`src/rtl/imem_stream_loader_pkg.sv`:
```
// -----------------------------------------------------------------------------
// imem_stream_loader_pkg
// Shared definitions for the instruction-memory stream loader:
//   - loader_state_e : loader FSM states (IDLE, LEN0, LEN1, DATA, FIN)
//   - HDR_BYTES      : bytes in the length header (16-bit word count)
//   - WORD_BYTES     : bytes per instruction word
//   - IDX_WIDTH      : width of the internal word index
//   - depth_words()  : memory depth in words, one bit wider than the index so
//                      that a 2**16-word memory is still representable
// -----------------------------------------------------------------------------
package imem_stream_loader_pkg;

  typedef enum logic [2:0] {
    LS_IDLE = 3'd0,
    LS_LEN0 = 3'd1,
    LS_LEN1 = 3'd2,
    LS_DATA = 3'd3,
    LS_FIN  = 3'd4
  } loader_state_e;

  localparam int HDR_BYTES  = 2;
  localparam int WORD_BYTES = 4;
  localparam int IDX_WIDTH  = 16;

  function automatic logic [IDX_WIDTH:0] depth_words(input int aw);
    return (IDX_WIDTH + 1)'(1) << aw;
  endfunction

endpackage

```
`src/rtl/loader_word_pack.sv`:
```
// -----------------------------------------------------------------------------
// loader_word_pack
// Packs a byte stream into little-endian words. Byte k of a word lands in
// bits [8k+7:8k]. The final byte of a word is not stored; it is combined
// straight into o_word so the word is available in the same cycle as the
// handshake that completes it.
// Ports:
//   i_clk, i_reset  : clock, asynchronous active-high reset
//   i_clear         : restart packing at byte 0 (new load)
//   i_byte_en       : a data byte is accepted this cycle
//   i_byte          : the accepted byte
//   o_word_valid    : high in the cycle the last byte of a word is accepted
//   o_word          : the assembled word (meaningful when o_word_valid)
// -----------------------------------------------------------------------------
module loader_word_pack
  import imem_stream_loader_pkg::*;
(
  input  logic                      i_clk,
  input  logic                      i_reset,
  input  logic                      i_clear,
  input  logic                      i_byte_en,
  input  logic [7:0]                i_byte,
  output logic                      o_word_valid,
  output logic [8*WORD_BYTES-1:0]   o_word
);

  localparam int CNT_W = $clog2(WORD_BYTES);
  localparam logic [CNT_W-1:0] LAST_BYTE = CNT_W'(WORD_BYTES - 1);

  logic [CNT_W-1:0]              r_byte_cnt;
  logic [8*(WORD_BYTES-1)-1:0]   r_lanes;

  always_ff @(posedge i_clk or posedge i_reset) begin
    if (i_reset) begin
      r_byte_cnt <= '0;
    end else if (i_clear) begin
      r_byte_cnt <= '0;
    end else if (i_byte_en) begin
      r_byte_cnt <= (r_byte_cnt == LAST_BYTE) ? '0 : r_byte_cnt + 1'b1;
    end
  end

  // One holding register per lower byte lane; each lane is only written when
  // the byte counter points at it, so stale lanes are always overwritten
  // before the word completes.
  for (genvar gi = 0; gi < WORD_BYTES - 1; gi++) begin : g_lane
    always_ff @(posedge i_clk or posedge i_reset) begin
      if (i_reset) begin
        r_lanes[8*gi +: 8] <= '0;
      end else if (i_byte_en && !i_clear && (r_byte_cnt == CNT_W'(gi))) begin
        r_lanes[8*gi +: 8] <= i_byte;
      end
    end
  end

  assign o_word_valid = i_byte_en && !i_clear && (r_byte_cnt == LAST_BYTE);
  assign o_word       = {i_byte, r_lanes};

endmodule

```
`src/rtl/imem_stream_loader.sv`:
```
// -----------------------------------------------------------------------------
// imem_stream_loader
// Writer side of program memory. After a start pulse it reads a 16-bit word
// count N (low byte first) and then 4*N bytes from a valid/ready byte stream,
// packs them into little-endian words and writes them to instruction memory
// from word address 0 upward. The core is held in reset while loading.
// Parameters:
//   ADDR_WIDTH : word-address width of instruction memory (DEPTH = 2**ADDR_WIDTH)
//   BOOT_WAIT  : 1 = hold core reset after reset until the first load completes
// Ports:
//   i_clk, i_reset  : clock, asynchronous active-high reset
//   i_start         : one-cycle start pulse, ignored while busy
//   i_rx_data/valid : stream byte and its valid; o_rx_ready is the ready
//   o_mem_we/addr/wdata : registered instruction-memory write port
//   o_core_reset    : core reset, high while loading
//   o_busy          : high from accepted start until the end of the done cycle
//   o_done          : one-cycle completion pulse
//   o_err           : sticky overflow flag (image longer than DEPTH words)
// -----------------------------------------------------------------------------
module imem_stream_loader
  import imem_stream_loader_pkg::*;
#(
  parameter int ADDR_WIDTH = 8,
  parameter bit BOOT_WAIT  = 1'b1
) (
  input  logic                  i_clk,
  input  logic                  i_reset,
  input  logic                  i_start,
  input  logic [7:0]            i_rx_data,
  input  logic                  i_rx_valid,
  output logic                  o_rx_ready,
  output logic                  o_mem_we,
  output logic [ADDR_WIDTH-1:0] o_mem_addr,
  output logic [31:0]           o_mem_wdata,
  output logic                  o_core_reset,
  output logic                  o_busy,
  output logic                  o_done,
  output logic                  o_err
);

  localparam logic [2:0] S_IDLE = LS_IDLE;
  localparam logic [2:0] S_LEN0 = LS_LEN0;
  localparam logic [2:0] S_LEN1 = LS_LEN1;
  localparam logic [2:0] S_DATA = LS_DATA;
  localparam logic [2:0] S_FIN  = LS_FIN;

  localparam int LEN_BITS = 8 * HDR_BYTES;
  localparam logic [IDX_WIDTH:0] DEPTH = depth_words(ADDR_WIDTH);

  logic [2:0]            r_state;
  logic [LEN_BITS-1:0]   r_len;
  logic [IDX_WIDTH-1:0]  r_index;
  logic                  r_mem_we;
  logic [ADDR_WIDTH-1:0] r_mem_addr;
  logic [31:0]           r_mem_wdata;
  logic                  r_core_reset;
  logic                  r_busy;
  logic                  r_done;
  logic                  r_err;
  logic                  r_loaded;

  logic                  w_rx_ready;
  logic                  w_hs;
  logic                  w_byte_en;
  logic                  w_clear;
  logic                  w_word_valid;
  logic [31:0]           w_word;
  logic                  w_in_range;
  logic                  w_last_word;
  logic [LEN_BITS-1:0]   w_len_full;

  assign w_rx_ready  = (r_state == S_LEN0) || (r_state == S_LEN1) || (r_state == S_DATA);
  assign w_hs        = i_rx_valid && w_rx_ready;
  assign w_byte_en   = w_hs && (r_state == S_DATA);
  assign w_clear     = i_start && (r_state == S_IDLE);
  // Index compared one bit wider so a full 2**16-word memory never overflows.
  assign w_in_range  = {1'b0, r_index} < DEPTH;
  // Only evaluated in DATA, where N >= 1, so N-1 never underflows.
  assign w_last_word = (r_index == r_len - 1'b1);
  assign w_len_full  = {i_rx_data, r_len[7:0]};

  loader_word_pack u_word_pack (
    .i_clk        (i_clk),
    .i_reset      (i_reset),
    .i_clear      (w_clear),
    .i_byte_en    (w_byte_en),
    .i_byte       (i_rx_data),
    .o_word_valid (w_word_valid),
    .o_word       (w_word)
  );

  always_ff @(posedge i_clk or posedge i_reset) begin
    if (i_reset) begin
      r_state      <= S_IDLE;
      r_len        <= '0;
      r_index      <= '0;
      r_mem_we     <= 1'b0;
      r_mem_addr   <= '0;
      r_mem_wdata  <= '0;
      r_core_reset <= 1'b1;
      r_busy       <= 1'b0;
      r_done       <= 1'b0;
      r_err        <= 1'b0;
      r_loaded     <= 1'b0;
    end else begin
      // Write port and done are single-cycle strobes; address and data are
      // only non-zero in the cycle a write is presented.
      r_mem_we    <= 1'b0;
      r_mem_addr  <= '0;
      r_mem_wdata <= '0;
      r_done      <= 1'b0;

      case (r_state)
        S_IDLE: begin
          r_core_reset <= BOOT_WAIT && !r_loaded;
          if (i_start) begin
            r_state      <= S_LEN0;
            r_busy       <= 1'b1;
            r_core_reset <= 1'b1;
            r_err        <= 1'b0;
            r_index      <= '0;
          end
        end
        S_LEN0: begin
          if (w_hs) begin
            r_len[7:0] <= i_rx_data;
            r_state    <= S_LEN1;
          end
        end
        S_LEN1: begin
          if (w_hs) begin
            r_len <= w_len_full;
            if (w_len_full == '0) begin
              r_state <= S_FIN;
              r_done  <= 1'b1;
            end else begin
              r_state <= S_DATA;
            end
          end
        end
        S_DATA: begin
          if (w_word_valid) begin
            if (w_in_range) begin
              r_mem_we    <= 1'b1;
              r_mem_addr  <= r_index[ADDR_WIDTH-1:0];
              r_mem_wdata <= w_word;
            end else begin
              r_err <= 1'b1;
            end
            r_index <= r_index + 1'b1;
            if (w_last_word) begin
              r_state <= S_FIN;
              r_done  <= 1'b1;
            end
          end
        end
        S_FIN: begin
          r_state      <= S_IDLE;
          r_busy       <= 1'b0;
          r_core_reset <= 1'b0;
          r_loaded     <= 1'b1;
        end
        default: begin
          r_state <= S_IDLE;
        end
      endcase
    end
  end

  assign o_rx_ready   = w_rx_ready;
  assign o_mem_we     = r_mem_we;
  assign o_mem_addr   = r_mem_addr;
  assign o_mem_wdata  = r_mem_wdata;
  assign o_core_reset = r_core_reset;
  assign o_busy       = r_busy;
  assign o_done       = r_done;
  assign o_err        = r_err;

endmodule
```
`config.mk`:
```
export PLATFORM = sky130hd
export DESIGN_NAME = imem_stream_loader
export DESIGN_NICKNAME = d
export VERILOG_FILES = /design/src/rtl/imem_stream_loader_pkg.sv /design/src/rtl/loader_word_pack.sv /design/src/rtl/imem_stream_loader.sv
export SDC_FILE = /design/constraint.sdc
export NUM_CORES = 1
export LEC_CHECK = 0
export BUFFER_PORTS_ARGS = -buffer_cell sky130_fd_sc_hd__buf_2
export CAP_MARGIN = 20
export CORE_MARGIN = 4
export CORE_UTILIZATION = 40
export CTS_BUF_LIST = sky130_fd_sc_hd__clkbuf_16
export DETAILED_ROUTE_END_ITERATION = 7
export PLACE_DENSITY_LB_ADDON = 0.05
export RECOVER_POWER = 100
export SLEW_MARGIN = 40
export SYNTH_ARGS = -nofsm -noshare
export SYNTH_HDL_FRONTEND = slang
export SYNTH_SLANG_ARGS = --single-unit
export TNS_END_PERCENT = 1
```
`constraint.sdc`:
```
create_clock -name i_clk -period 3.18 [get_ports i_clk]
set_input_delay 0.636 -clock i_clk [delete_from_list [all_inputs] [get_ports i_clk]]
set_output_delay 0.636 -clock i_clk [all_outputs]
set_load 0.01 [all_outputs]
```
==> reports/results.txt <==
status = finished with violations
failing checks = capacitance limit, slew limit
syn_area_per_cell = 11.86 um^2
Async SR Flop Fraction = 100.0%
largest net degree at the start of global routing = 72
Setup-failing EPs final = 0
CTS root buf = clkbuf_16
critical path launch point type = flip-flop
Worst EP arrival = 2.92 ns
crit path cell chain = or4_1, or3_4, a2111oi_4, o2111ai_1, o41ai_1, a21oi_1
via/cell ratio = 5.041
FMAX = 369.8 MHz
Post-DP HPWL = 7.005 mm
row count = 39
Synth Register Bits = 107
leading post-synthesis cells by cell area = dfrtp_1, mux2_2, and2_1, xnor2_1, xor2_1
core box area = 11,470 um^2
sequential-to-total area share from yosys stat = 57.05%
total power = 0.004117 W
Power Density = 771.1 nW/um^2
top cells by count, synth = dfrtp_1, and2_1, mux2_2
mapped cell area = 4696 um^2
DR iter-0 viols = 123
CP Capture Type = flip-flop
most common cell in the synthesized netlist = dfrtp_1
Worst path max stage delay = 0.57 ns
Worst-path clk slew = 0.07 ns
first-pass GRT wire length = 16.56 mm
DR vias = 3,050
largest area contributor in the netlist = dfrtp_1
placer congestion estimate = 0.8091
leakage = 2.338 nW
Final Hold Fails = 0
Multi-input gate area = 1889 um^2
Worst Max-Slew Pin Slew = 1.713 ns
max cap viols = 2
EDFF count, synth = 0
drt first pass iters = 4
H-tree depth = 3
TritonCTS Buffers = 9
critical path class = reg -> reg
antenna cells = 0
slowest CP cell = or4_1
Netlist cell types = 48
Worst Path Max Fanout = 10
hold_buf cts = 0
Remaining Overflow, GRT = 0
Max Slew Vio Count = 103
min cycle time layout = 2.704 ns
share of the synthesized area in the top cell type = 56.49%
area added between synthesis and finish = 13.70%
Post-Syn Instances = 396
Worst VDD drop = 0.3636 mV
die extent in x = 116.4 um
TritonCTS clock tree = built
share of cells above drive strength 1 = 16.67%
Setup Buffers After CTS = 0
vias in the first global route = 3,106
normalized max-slew margin = -14.20%
worst skew pair latency = 0.35 ns
Net Count, Synth = 414
Critical Path RT = 3.40 ns
Clock Skews = 0.006042 ns
DRC = 0
drt total wl = 10.11 mm
I/O Pins = 58
IO buf count = 57
antenna-violating nets left = 0
Synthesis Warnings = 0
post-DR wirelength/cell = 16.71 um
Final period util = 85.03%
buffer and inverter count on the worst path = 0
die area = 13,540 um^2
Total Routing Usage GR = 16.07%
Num Clock Sinks = 107
sequential cell area = 2679 um^2
# nets final = 475
Die Y-Extent = 116.4 um
Top FF cell, synth = dfrtp_1
setup TNS = 0 ns
initial antenna violation count = 0
Crit path max-delay family = compound AO/OA/AOI/OAI gates
starting density of the core = 40.95%
RSZ-0062 raised after global routing = no
clk buf depth = 2
Hold Crit Class = in -> async
post-cts sizing count = 0
FILL cells = 1,097
[worst reg2reg max path, stage by stage (launching register included)]
cell and delay, ns:
dfrtp_1 0.48, or4_1 0.57, or3_4 0.41, a2111oi_4 0.36, o2111ai_1 0.23, o41ai_1 0.39, a21oi_1 0.13
[where the power goes]
part | leakage [nW] | switching, W | internal (W) | total (W)
logic | 0.808 | 0.000530 | 0.000539 | 0.00107
clock network | 0.136 | 0.000521 | 0.000538 | 0.00106
registers | 1.39 | 0.000315 | 0.00167 | 0.00199
total | 2.34 | 0.00137 | 0.00275 | 0.00412
[cell usage in the layout, fill, tap and decap left out, drive strengths merged, types with 2 or more instances in the layout]
| cell type | count |
|---|---|
| or3 | 5 |
| nor3 | 11 |
| and3 | 5 |
| nand3b | 3 |
| and2 | 40 |
| ha | 6 |
| o31ai | 2 |
| mux2 | 40 |
| nand4 | 4 |
| nor4bb | 2 |
| nand3 | 10 |
| o41ai | 3 |
| nor2 | 30 |
| o21ai | 10 |
| o211ai | 2 |
| a21oi | 9 |
| nor4 | 7 |
| a31oi | 2 |
| xnor2 | 20 |
| a2111oi | 2 |
| dfrtp | 106 |
| clkinvlp | 3 |
| inv | 16 |
| buf | 12 |
| xor2 | 13 |
| a21o | 2 |
| nand2 | 17 |
| clkbuf | 62 |
[per-stage QoR]
step | setup slack (ns) | cell area, um^2 | cells | util (%) | hold WS, ns
after floorplan | 0.8196 | 4700 | 396 | - | 0.4281
after global placement | 0.5609 | 5175 | 589 | 45.13 | 0.4381
after detailed placement | 0.4591 | 5175 | 589 | 45.13 | 0.4604
after CTS | 0.6409 | 5453 | 605 | 47.55 | 0.1932
after global routing | 0.2188 | 5339 | 605 | 46.56 | 0.2310
final | 0.4762 | 5339 | 605 | 46.56 | 0.2182
[per-layer routing]
layer | global-route usage, % | vias to the layer above | part of all wire (%)
li1 | - | 1490 | -
met1 | 22.74 | 1497 | 49
met2 | 24.18 | 47 | 45
met3 | 2.694 | 16 | 3.8
met4 | 7.425 | 0 | 2.2
met5 | 0 | - | 0
[cell type report]
| type | count | area share [%] |
|---|---|---|
| Clock buffer | 9 | 4.218 |
| Multi-Input combinational cell | 261 | 35.39 |
| Sequential cell | 107 | 50.18 |
| Tap cell | 143 | 3.351 |
| Inverter | 13 | 0.9374 |
| Timing Repair Buffer | 65 | 4.945 |
| Clock inverter | 7 | 0.9843 |
[sequential cells by signal, summed over array words and instances, names as in the netlist]
register                cells
o_busy                      1
o_core_reset                1
r_index                    16
o_mem_addr                  8
r_len                      16
r_state                     3
o_mem_wdata                32
r_loaded                    1
o_err                       1
o_done                      1
u_word_pack.o_word         24
u_word_pack.r_byte_cnt      2
o_mem_we                    1
[kinds of logic after synthesis]
group | Yosys count | share of synthesized area [%]
compound gates | 40 | 6.422
buf+inv | 28 | 2.398
flops | 107 | 57.05
fa+ha+maj | 6 | 1.599
xor+xnor | 33 | 6.155
mux | 41 | 9.805
simple gates | 141 | 16.57
[worst paths after layout]
kind                       depth (start not counted)                     end  slack (ns)  startpoint
min in group i_clk                                 1                r_loaded        0.47    r_loaded
setup reg to reg                                   6              r_state[0]        0.48    r_len[2]
max in group asynchronous                          3  u_word_pack.o_word[13]        1.04     i_reset
hold / removal                                     2           o_mem_addr[3]        0.22     i_reset
setup / recovery                                   6              r_state[0]        0.48    r_len[2]
hold reg to reg                                    1                r_loaded        0.47    r_loaded
No activity file was read; power rests on OpenSTA's default activity.
